## config.mk

```make
export PLATFORM = sky130hd
export DESIGN_NAME = uart_word_receiver
export DESIGN_NICKNAME = d
export VERILOG_FILES = /design/src/rtl/uart_word_receiver_pkg.sv /design/src/rtl/uart_word_receiver_rx.sv /design/src/rtl/uart_word_receiver.sv
export SDC_FILE = /design/constraint.sdc
export NUM_CORES = 1
export LEC_CHECK = 0
export CAP_MARGIN = 20
export CORE_MARGIN = 4
export CORE_UTILIZATION = 40
export DETAILED_ROUTE_END_ITERATION = 12
export GPL_TIMING_DRIVEN = 0
export PLACE_DENSITY_LB_ADDON = 0.1
export SLEW_MARGIN = 40
export SYNTH_ARGS = -nofsm -noshare
export SYNTH_HDL_FRONTEND = slang
export SYNTH_SLANG_ARGS = --single-unit
```

## constraint.sdc

```tcl
create_clock -name clk -period 1.9 [get_ports clk]
set_clock_uncertainty 0.15 [all_clocks]
set_input_delay 0.19 -clock clk [delete_from_list [all_inputs] [get_ports clk]]
set_output_delay 0.19 -clock clk [all_outputs]
set_load 0.01 [all_outputs]
```

## src/rtl/uart_word_receiver_pkg.sv

```systemverilog
// Shared definitions for the UART word receiver: default bit period and
// byte-placement helper used when assembling 32-bit words.
`ifndef DEFAULT_BAUD
`define DEFAULT_BAUD 16
`endif

package uart_word_receiver_pkg;

  typedef logic [1:0] byte_idx_t;

  localparam byte_idx_t LAST_BYTE = 2'd3;

  // Bytes 0..2 of a word are parked here; byte 3 completes the word directly.
  function automatic logic [23:0] place_byte(input logic [23:0] prefix,
                                             input byte_idx_t   idx,
                                             input logic [7:0]  data);
    logic [23:0] result;
    result = prefix;
    case (idx)
      2'd0:    result[23:16] = data;
      2'd1:    result[15:8]  = data;
      default: result[7:0]   = data;
    endcase
    return result;
  endfunction

endpackage

```

## src/rtl/uart_word_receiver_rx.sv

```systemverilog
// Byte-level 8N1 receiver: input synchronizer, bit-timing FSM and shift
// register. Emits one-cycle pulses for accepted bytes and framing errors.
module uart_rx #(
  parameter int BAUD = `DEFAULT_BAUD
) (
  input  logic       clk,
  input  logic       rstn,
  input  logic       rx,
  output logic [7:0] rdata,
  output logic       rdata_valid,
  output logic       frame_err
);

  localparam int                CNT_W     = $clog2(BAUD);
  localparam logic [CNT_W-1:0]  HALF_LAST = CNT_W'(BAUD / 2 - 1);
  localparam logic [CNT_W-1:0]  BIT_LAST  = CNT_W'(BAUD - 1);

  typedef enum logic [2:0] {
    S_IDLE,
    S_START,
    S_DATA,
    S_STOP,
    S_RECOVER
  } state_t;

  state_t           r_state, w_state_next;
  logic             r_rx_meta, r_rx_sync;
  logic [CNT_W-1:0] r_cnt, w_cnt_next;
  logic [2:0]       r_bit_idx, w_bit_idx_next;
  logic [7:0]       r_shift, w_shift_next;
  logic             w_byte_ok, w_frame_bad;

  // Synchronizer resets high so a reset release never looks like a start bit.
  always_ff @(posedge clk or negedge rstn) begin
    if (!rstn) begin
      r_rx_meta <= 1'b1;
      r_rx_sync <= 1'b1;
    end else begin
      r_rx_meta <= rx;
      r_rx_sync <= r_rx_meta;
    end
  end

  always_ff @(posedge clk or negedge rstn) begin
    if (!rstn) begin
      r_state   <= S_IDLE;
      r_cnt     <= '0;
      r_bit_idx <= '0;
      r_shift   <= '0;
    end else begin
      r_state   <= w_state_next;
      r_cnt     <= w_cnt_next;
      r_bit_idx <= w_bit_idx_next;
      r_shift   <= w_shift_next;
    end
  end

  always_comb begin
    w_state_next   = r_state;
    w_cnt_next     = r_cnt;
    w_bit_idx_next = r_bit_idx;
    w_shift_next   = r_shift;
    w_byte_ok      = 1'b0;
    w_frame_bad    = 1'b0;
    case (r_state)
      S_IDLE: begin
        if (!r_rx_sync) begin
          w_state_next = S_START;
          w_cnt_next   = '0;
        end
      end
      S_START: begin
        if (r_cnt == HALF_LAST) begin
          w_cnt_next     = '0;
          w_bit_idx_next = '0;
          w_state_next   = r_rx_sync ? S_IDLE : S_DATA;
        end else begin
          w_cnt_next = r_cnt + 1'b1;
        end
      end
      S_DATA: begin
        if (r_cnt == BIT_LAST) begin
          w_cnt_next     = '0;
          w_shift_next   = {r_rx_sync, r_shift[7:1]};
          w_bit_idx_next = r_bit_idx + 3'd1;
          if (r_bit_idx == 3'd7) w_state_next = S_STOP;
        end else begin
          w_cnt_next = r_cnt + 1'b1;
        end
      end
      S_STOP: begin
        if (r_cnt == BIT_LAST) begin
          w_cnt_next = '0;
          if (r_rx_sync) begin
            w_byte_ok    = 1'b1;
            w_state_next = S_IDLE;
          end else begin
            w_frame_bad  = 1'b1;
            w_state_next = S_RECOVER;
          end
        end else begin
          w_cnt_next = r_cnt + 1'b1;
        end
      end
      S_RECOVER: begin
        if (r_rx_sync) w_state_next = S_IDLE;
      end
      default: w_state_next = S_IDLE;
    endcase
  end

  // Pulses are issued in the stop-sample cycle so the word can load one clock later.
  assign rdata       = r_shift;
  assign rdata_valid = w_byte_ok;
  assign frame_err   = w_frame_bad;

endmodule

```

## src/rtl/uart_word_receiver.sv

```systemverilog
// Assembles four UART bytes MSB-first into a 32-bit word with a valid/ready
// handshake, plus sticky framing-error and overrun flags.
module uart_word_receiver
  import uart_word_receiver_pkg::*;
#(
  parameter int BAUD = `DEFAULT_BAUD
) (
  input  logic        clk,
  input  logic        rstn,
  input  logic        rx,
  output logic [31:0] word,
  output logic        word_valid,
  input  logic        word_ready,
  output logic        ferr,
  output logic        overrun,
  input  logic        err_clr
);

  logic [7:0]  w_rdata;
  logic        w_rdata_valid;
  logic        w_frame_err;
  logic        w_word_done, w_load, w_drop;

  byte_idx_t   r_byte_idx;
  logic [23:0] r_partial;
  logic [31:0] r_word;
  logic        r_word_valid, r_ferr, r_overrun;

  uart_rx #(.BAUD(BAUD)) u_rx (
    .clk         (clk),
    .rstn        (rstn),
    .rx          (rx),
    .rdata       (w_rdata),
    .rdata_valid (w_rdata_valid),
    .frame_err   (w_frame_err)
  );

  assign w_word_done = w_rdata_valid && (r_byte_idx == LAST_BYTE);
  assign w_load      = w_word_done && (!r_word_valid || word_ready);
  assign w_drop      = w_word_done && !w_load;

  always_ff @(posedge clk or negedge rstn) begin
    if (!rstn) begin
      r_byte_idx   <= '0;
      r_partial    <= '0;
      r_word       <= '0;
      r_word_valid <= 1'b0;
      r_ferr       <= 1'b0;
      r_overrun    <= 1'b0;
    end else begin
      // Rewinding the index is enough to discard a partial word.
      if (w_frame_err) begin
        r_byte_idx <= '0;
      end else if (w_rdata_valid) begin
        r_byte_idx <= r_byte_idx + 2'd1;
        if (r_byte_idx != LAST_BYTE)
          r_partial <= place_byte(r_partial, r_byte_idx, w_rdata);
      end

      if (w_load) begin
        r_word       <= {r_partial, w_rdata};
        r_word_valid <= 1'b1;
      end else if (r_word_valid && word_ready) begin
        r_word_valid <= 1'b0;
      end

      if (w_frame_err)  r_ferr <= 1'b1;
      else if (err_clr) r_ferr <= 1'b0;

      if (w_drop)       r_overrun <= 1'b1;
      else if (err_clr) r_overrun <= 1'b0;
    end
  end

  assign word       = r_word;
  assign word_valid = r_word_valid;
  assign ferr       = r_ferr;
  assign overrun    = r_overrun;

endmodule

```

[Word level (Yosys, flattened, before mapping)]
Index checks and enable logic that the tools add are counted.
Word-level totals
  register bits: 81
  input port bits: 5
  output and inout port bits: 35
  logic and storage cells: 88
Cells by class
  add/sub/neg operators: 3
  eq/ne operators: 16
  mux-type cells: 29
  bitwise operators: 2
  reductions and logical operators: 24
Operators with widths (count)
  2-to-1 mux 3 bit: 9
  one-hot mux 3 bit (5 select lines): 1
  2-to-1 mux 4 bit: 3
  one-hot mux 4 bit (3 select lines): 1
  AND reduction 4 bit: 3
  2-to-1 mux 1 bit: 11
  inequality test 2 x 1 -> 1 bit (second input constant): 5
  nonzero test 2 bit: 5
  == test 3 x 2 -> 1 bit (second input constant): 2
  == test 3 bit (second input constant): 2
  2-to-1 mux 2 bit: 3
  one-hot mux 3 bit (2 select lines): 1
  AND reduction 6 bit: 1
  adder 4 x 1 -> 4 bit (second input constant): 1
  == test 4 x 3 -> 1 bit (second input constant): 1
  == test 4 bit (second input constant): 1
  logical AND 1 bit: 4
  inequality test 2 bit (second input constant): 2
  AND reduction 2 bit: 2
  OR reduction 2 bit: 2
  adder 3 x 1 -> 3 bit (second input constant): 1
  == test 3 x 1 -> 1 bit (second input constant): 1
  zero test 3 bit: 1
  AND reduction 3 bit: 1
  8 further kinds: 10

[Depth between registers and ports, before layout]
Gate-level depths: netlist of the first run.
  depth after elaboration: 8
  depth in mapped cells: 7
  mapped depth without buffers: 5

[Cells and area by module]
From an unflattened synthesis of the first run, not the netlist that was laid out.
Unflattened totals
  cell total of the unflattened synthesis: 224
  area, all modules: 3305.7 sq um
Modules (own cells, without submodules)
  uart_word_receiver: times used 1, cells an instance 141, area an instance 2329.7 sq um, seq. area each 1526.5 sq um
  uart_rx: times used 1, cells an instance 83, area an instance 975.9 sq um, seq. area each 503.0 sq um

[Least setup slack after synthesis of the first run]
OpenSTA, ideal clock, no wires.
  kind: reg2reg
  start point: register u_rx.r_cnt[0]
  end point: register r_word[0] (netlist: word[0])
  library setup time: 0.125 ns
  arrival: 1.709 ns
  required time: 1.625 ns
  path slack: -0.084 ns
  stages on the path, launching flop included: 8
  path buffers: 3
  clock period less this slack: 1.984 ns
  cell sequence: dfrtp_1 ha_1 and4_1 buf_6 and4b_1 buf_6 buf_12 mux2_4
Between the ends
  word-level cells in the longest chain between the ends: 5
RTL lines
  start: declaration: RTL line uart_word_receiver_rx.sv:28  | logic [CNT_W-1:0] r_cnt, w_cnt_next;
  start signal: assignment: RTL line uart_word_receiver_rx.sv:52  | r_cnt <= w_cnt_next;
  == test 4 bit: RTL line uart_word_receiver_rx.sv:92  | if (r_cnt == BIT_LAST) begin
  2-to-1 mux 1 bit: RTL line uart_word_receiver_rx.sv:92
  2-to-1 mux 1 bit: RTL line uart_word_receiver_rx.sv:65  | case (r_state)
  logical AND 1 bit: RTL line uart_word_receiver.sv:38  | assign w_word_done = w_rdata_valid && (r_byte_idx == LAST_BYTE);
  logical AND 1 bit: RTL line uart_word_receiver.sv:39  | assign w_load = w_word_done && (!r_word_valid || word_ready);
  end signal: assignment: RTL line uart_word_receiver.sv:61  | r_word <= {r_partial, w_rdata};
  end: declaration: RTL line uart_word_receiver.sv:26  | logic [31:0] r_word;
Every way passes these cells.
A chain may end at the register's enable or synchronous reset.

[Worst setup path after layout of the first run]
  start point: register u_rx.r_cnt[0]
  end point: register r_word[7] (netlist: word[7])
The elaborated chain is that of the path after synthesis.

==> metrics, run 1 <==
die height=a little over 100 um; Placed Cells incl. Taps=364; drc violations=0; minimum clock period=1.96 ns; post-route setup slack=-0.0554 ns; fin cells=about 390; Crit path top cell by count=buf_6; Worst Setup Start Kind=register; DRT iter0 DRCs=30; area leader, netlist=dfrtp_1; final setup fails=29; Post-synth top cells=dfrtp_1, mux2_2, mux2_4, ha_1, nand2_1; violated checks=setup timing; worst reg-to-reg path cell count=7; EDFF count, synth=0; first-pass GRT wire length=10.7 mm; period utilization=103%; Initial Util=41.4%; crit-path cells=ha_4 > and4_1 > buf_6 > and4b_1 > buf_6 > buf_12 > mux2_4; reported leakage power=2.05 nW; initial antenna violation count=0; Post-synth ARST share=100%; nets=between 200 and 300; share of the synthesized area in the top cell type=between 50% and 60%; top sig layer=met4; Levels on crit path=7; IO Port Bufs=39; Syn-to-layout area delta=26.0%; Ports=40; Routability Congestion=between 0.7 and 0.8; WS Path Type=reg2reg; Vias/cell=about 5.0; largest net degree at the start of global routing=57; worst min path class=in2reg; Min Hold Slack=0.0943 ns; CTS root buf=clkbuf_8; final non-filler cell area=around 0.0043 mm^2; yosys warns=0; worst slack, placed=-0.177 ns; layout cells sized above 1=approximately two fifths; met3 WL=between 150 and 200 um; CP max FO=10; Clock Sinks=81; Max H-tree Level=3; flop-to-flop setup slack=-0.06 ns; count of cell types in the netlist=39; vias=~2000; TritonCTS clock tree=yes; WL met2=between 2 and 3 mm; Clock Latency Late Sink=roughly 0.35 ns; Crit path arrival time=about 2.0 ns; highest clock rate=511 MHz; row cnt=33; CP top delay family=buffers and inverters; critical path endpoint=word[7]; dominant cells by area after synthesis=dfrtp_1, mux2_4, mux2_2; Post-Syn Nets=230; Max rail drop VDD=0.534 mV; CP max-delay cell=dfrtp_1; die width=101 um; final number of max-transition violations=0; Worst Path Required=between 1.5 and 2 ns; Setup Total Neg Slack=-0.887 ns; Synth Instances=between 200 and 250; outcome=complete, but fails checks; total power=between 3 and 4 mW; remaining antenna violation count=0; origin of the worst setup path=u_rx.r_cnt[0]; CTS Buf Count=9; core area=0.00830 mm^2; Initial DRT Pass Iterations=4; final core occ=a little over half; Crit path largest cell delay=between 0.4 and 0.5 ns; Synth Cell Area=0.00343 mm^2; r2r endpoint=word[7]; WL met1=between 3 and 4 mm; Reg clk slew, reported paths=0.08 ns; top_reg_cell synth=dfrtp_1; GR Util All Layers=between 10 and 15%; vias in the first global route=2020; most common cell in the netlist=dfrtp_1; RSZ-0062 raised after global routing=yes; post-synthesis sequential area ratio=59.1%; Final Hold Fails=0; Mapped Avg Cell Area=about 16 um^2; CP endpoint kind=register; clock buffer depth=2; Congestion Overflow GR=0; worst slew pin tran=~0.46 ns; ANT cells=0; final HPWL from detailed placement=between 3 and 4 mm; WL/cell=approximately 16 um; RR Startpoint=u_rx.r_cnt[0]; placed cell area=0.00399 mm^2; Critical path buffers and inverters=3; Synth Register Bits=81; Rel. slew slack=around 70%; PD cells=slightly below 900 mW/mm^2; die area=slightly above 0.01 mm^2; MaxCap Viol Count=0; final WL=6.31 mm
worst min-delay path by stage:
stage / from / end / slack (ns) / cells after the start
after global routing: rx / u_rx.r_rx_meta / 0.09 / 1
after floorplan: rstn / ferr / -0.26 / 0
after detailed placement: rstn / word[9] / -0.08 / 1
final: rx / u_rx.r_rx_meta / 0.09 / 1
after CTS: rx / u_rx.r_rx_meta / 0.08 / 1
after global placement: u_rx.r_rx_meta / u_rx.r_rx_sync / 0.20 / 0
registers in the layout, indices dropped and copies added (netlist names), 2 cells and up:
signal / flops
r_byte_idx: 2
u_rx.r_state: 3
u_rx.r_cnt: 4
u_rx.rdata: 8
r_partial: 24
u_rx.r_bit_idx: 3
word: 32
layout make-up:
| cell class | count | area (um^2) |
|---|---|---|
| Inverter | 5 | 18.8 |
| Multi-Input combinational cell | 123 | 1320 |
| Buffer | 10 | 118 |
| Fill cell | 718 | 3970 |
| Clock buffer | 9 | 124 |
| Timing Repair Buffer | 49 | 509 |
| Tap cell | 105 | 131 |
| Sequential cell | 81 | 2030 |
| Clock inverter | 7 | 75.1 |
report_power, final:
part | internal [mW] | switching [mW]
registers | 1.82 | 0.0958
logic | 0.306 | 0.331
clock network | 0.619 | 0.650
total | 2.74 | 1.08
metal layers:
| metal | track usage, % | vias up |
|---|---|---|
| li1 | - | 911 |
| met1 | 19.4 | 1007 |
| met2 | 19.9 | 30 |
| met3 | 2.70 | 8 |
| met4 | 7.77 | 0 |
| met5 | 0 | - |
layout by cell type, fill, tap and decap left out, types with 6 or more instances in the layout:
| master | count |
|---|---|
| dfrtp_1 | 79 |
| mux2_2 | 35 |
| buf_4 | 7 |
| clkbuf_8 | 9 |
| clkdlybuf4s50_1 | 38 |
| mux2_4 | 30 |
| nand2_1 | 6 |
kinds of logic (layout without fill, tap and decap cells):
group,Yosys count,count (layout),share of synthesized area [%]
AO/OA/AOI/OAI,18,18,3.83
AND/OR/NAND/NOR,29,29,4.99
flip-flops,81,81,59.1
XOR/XNOR,1,1,0.255
adder cells (fa/ha/maj),6,6,2.19
multiplexers,69,69,25.8
buffers and inverters,15,80,3.86
repair_timing:
item                                   in CTS  in global routing
setup endpoints to repair                  63                 63
hold buffers                                1                  0
setup buffers                               6                  1
resized for setup                           6                  4
gates cloned                                1                  0
endpoints found under the hold margin      79                  0
No activity file was read; power rests on OpenSTA's default activity.
==> run 2, diff against run 1 <==
--- a/config.mk
+++ b/config.mk
@@ -11,6 +11,8 @@
 export DETAILED_ROUTE_END_ITERATION = 12
 export GPL_TIMING_DRIVEN = 0
 export PLACE_DENSITY_LB_ADDON = 0.1
+export SETUP_SLACK_MARGIN = 0.4
+export SKIP_LAST_GASP = 1
 export SLEW_MARGIN = 40
 export SYNTH_ARGS = -nofsm -noshare
 export SYNTH_HDL_FRONTEND = slang
==> metrics, run 2 (synthesis gave the netlist of run 1 again) <==
outcome=complete, but fails checks; violated checks=setup timing; worst min path class=in2reg; die height=101 um (unchanged); Crit path arrival time=2.08 ns (+0.04 ns); Placed Cells incl. Taps=364 (unchanged); row cnt=33 (unchanged); Final Hold Fails=0 (unchanged); Congestion Overflow GR=0 (unchanged); final WL=6.36 mm (+0.82%); CTS Buf Count=9 (unchanged); WS Path Type=reg2reg; Syn-to-layout area delta=33.0%; commonest non-fill, non-tap cell in the layout=dfrtp_1; CP endpoint kind=register; remaining antenna violation count=0 (unchanged); Initial DRT Pass Iterations=4 (unchanged); CTS root buf=clkbuf_8; nets=299 (+3.1%); period utilization=105% (+2.2 points); core area=0.00830 mm^2 (unchanged); Worst Setup Start Kind=register; IO Port Bufs=39 (unchanged); clock buffer depth=2 (unchanged); worst slack, placed=-0.191 ns (-0.0146 ns); die width=101 um (unchanged); Initial Util=41.4% (unchanged); TritonCTS clock tree=yes; Worst Path Required=1.99 ns (about the same); post-route setup slack=-0.0968 ns (-0.0414 ns); initial antenna violation count=0 (unchanged); largest net degree at the start of global routing=50 (-12%); Min Hold Slack=0.106 ns (+0.0121 ns); Vias/cell=4.93 (-1.9%); minimum clock period=2.00 ns (+0.0414 ns); Max rail drop VDD=0.500 mV (-6.3%); final setup fails=36 (+24%); vias=1963 (+0.36%); Rel. slew slack=70.0% (+0.47 points); MaxCap Viol Count=0 (unchanged); Reg clk slew, reported paths=0.08 ns (about the same); max FFs per register=32 (unchanged); Clock Sinks=81 (unchanged); layout cells sized above 1=42.0% (+4.0 points); reported leakage power=2.37 nW (+16%); final HPWL from detailed placement=4.01 mm (+0.92%); Crit path largest cell delay=0.42 ns (about the same); highest clock rate=501 MHz (-2.1%); WL/cell=16.0 um (-1.5%); Routability Congestion=0.754 (-3.6%); Max H-tree Level=3 (unchanged); first-pass GRT wire length=10.8 mm (+1.4%); worst slew pin tran=0.450 ns (-0.00705 ns); vias in the first global route=2076 (+2.8%); CP max FO=5 (-5); filler instances=710 (-1.1%); drc violations=0 (unchanged); final number of max-transition violations=0 (unchanged); Setup Total Neg Slack=-1.34 ns (-0.449 ns); Ports=40 (unchanged); CP max-delay cell=dfrtp_1; crit-path cells=ha_4 > and4_1 > buf_6 > and4b_1 > buf_6 > buf_12 > buf_16 > mux2_4; ANT cells=0 (unchanged); final core occ=55.0% (+2.9 points); RSZ-0062 raised after global routing=yes; placed cell area=0.00398 mm^2 (-0.19%); Clock Latency Late Sink=0.35 ns (about the same); GR Util All Layers=13.7% (-0.061 points); DRT iter0 DRCs=42 (+40%); PD cells=865 mW/mm^2 (-2.0%); highest-count cells in the layout ignoring fill and taps=dfrtp_1, mux2_4, dlygate4sd2_1; total power=3.95 mW (+3.4%); Crit path top cell by count=buf_6; final non-filler cell area=0.00457 mm^2 (+5.5%); fin cells=398 (+2.3%); die area=0.0101 mm^2 (unchanged)
==> run 2: cell types whose count changed in the layout (fill, tap and decap cells not counted), sizes merged <==
cell           delta
dlygate4sd2      +35
clkdlybuf4s50    -35
clkinv            -1
clkinvlp          +2
bufinv            +1
clkbuf            +1
buf               +9
inv               -3
==> run 2: cell type report <==
| type | count | area [um^2] | area share (%) |
|---|---|---|---|
| sequential | 81 | 2030 | 44.5 |
| multi-input combinational | 123 | 1480 | 32.4 |
| timing repair buffer | 58 | 564 | 12.4 |
| tap | 105 | 131 | 2.88 |
| clock buffer | 10 | 128 | 2.80 |
| buffer | 10 | 120 | 2.63 |
| clock inverter | 6 | 92.6 | 2.03 |
| inverter | 5 | 18.8 | 0.411 |
==> run 2: worst max-delay path: cells and delay by family (launching register included) <==
kind,cells,cell delay [ns]
buf+inv,4,0.52
flops,1,0.42
simple gates,2,0.35
mux,1,0.29
fa+ha+maj,1,0.17
==> run 2: final timing paths <==
path | startpoint | to | slack (ns) | cells after the start
max | u_rx.r_cnt[1] | word[11] | -0.1 | 8
min | rx | u_rx.r_rx_meta | 0.11 | 1
max reg2reg | u_rx.r_cnt[1] | word[11] | -0.1 | 8
min reg2reg | u_rx.r_rx_meta | u_rx.r_rx_sync | 0.21 | 0
max in group asynchronous | rstn | u_rx.r_rx_meta | 0.81 | 3
min in group asynchronous | rstn | word[19] | 0.19 | 2
==> run 2: timing repair <==
item	4_1_cts	5_1_grt
endpoints found under the setup margin	108	77
resized for setup	82	16
hold buffers	1	0
pin swaps	4	2
gates cloned	2	0
setup buffers	11	4
endpoints found under the hold margin	48	0
==> run 2: where the power goes <==
group	switching (mW)	internal, mW	leakage [nW]
sequential	0.0937	1.82	1.11
combinational	0.340	0.327	1.16
clock	0.623	0.745	0.103
total	1.06	2.89	2.37
==> run 2: routing by layer <==
layer  vias up  global-route usage (%)  wire length [um]
met1       997                    18.8              3110
met5         -                       0                 0
met2        31                    21.1              2950
li1        926                       -                 -
met3         9                    3.60               205
met4         0                    4.97                92
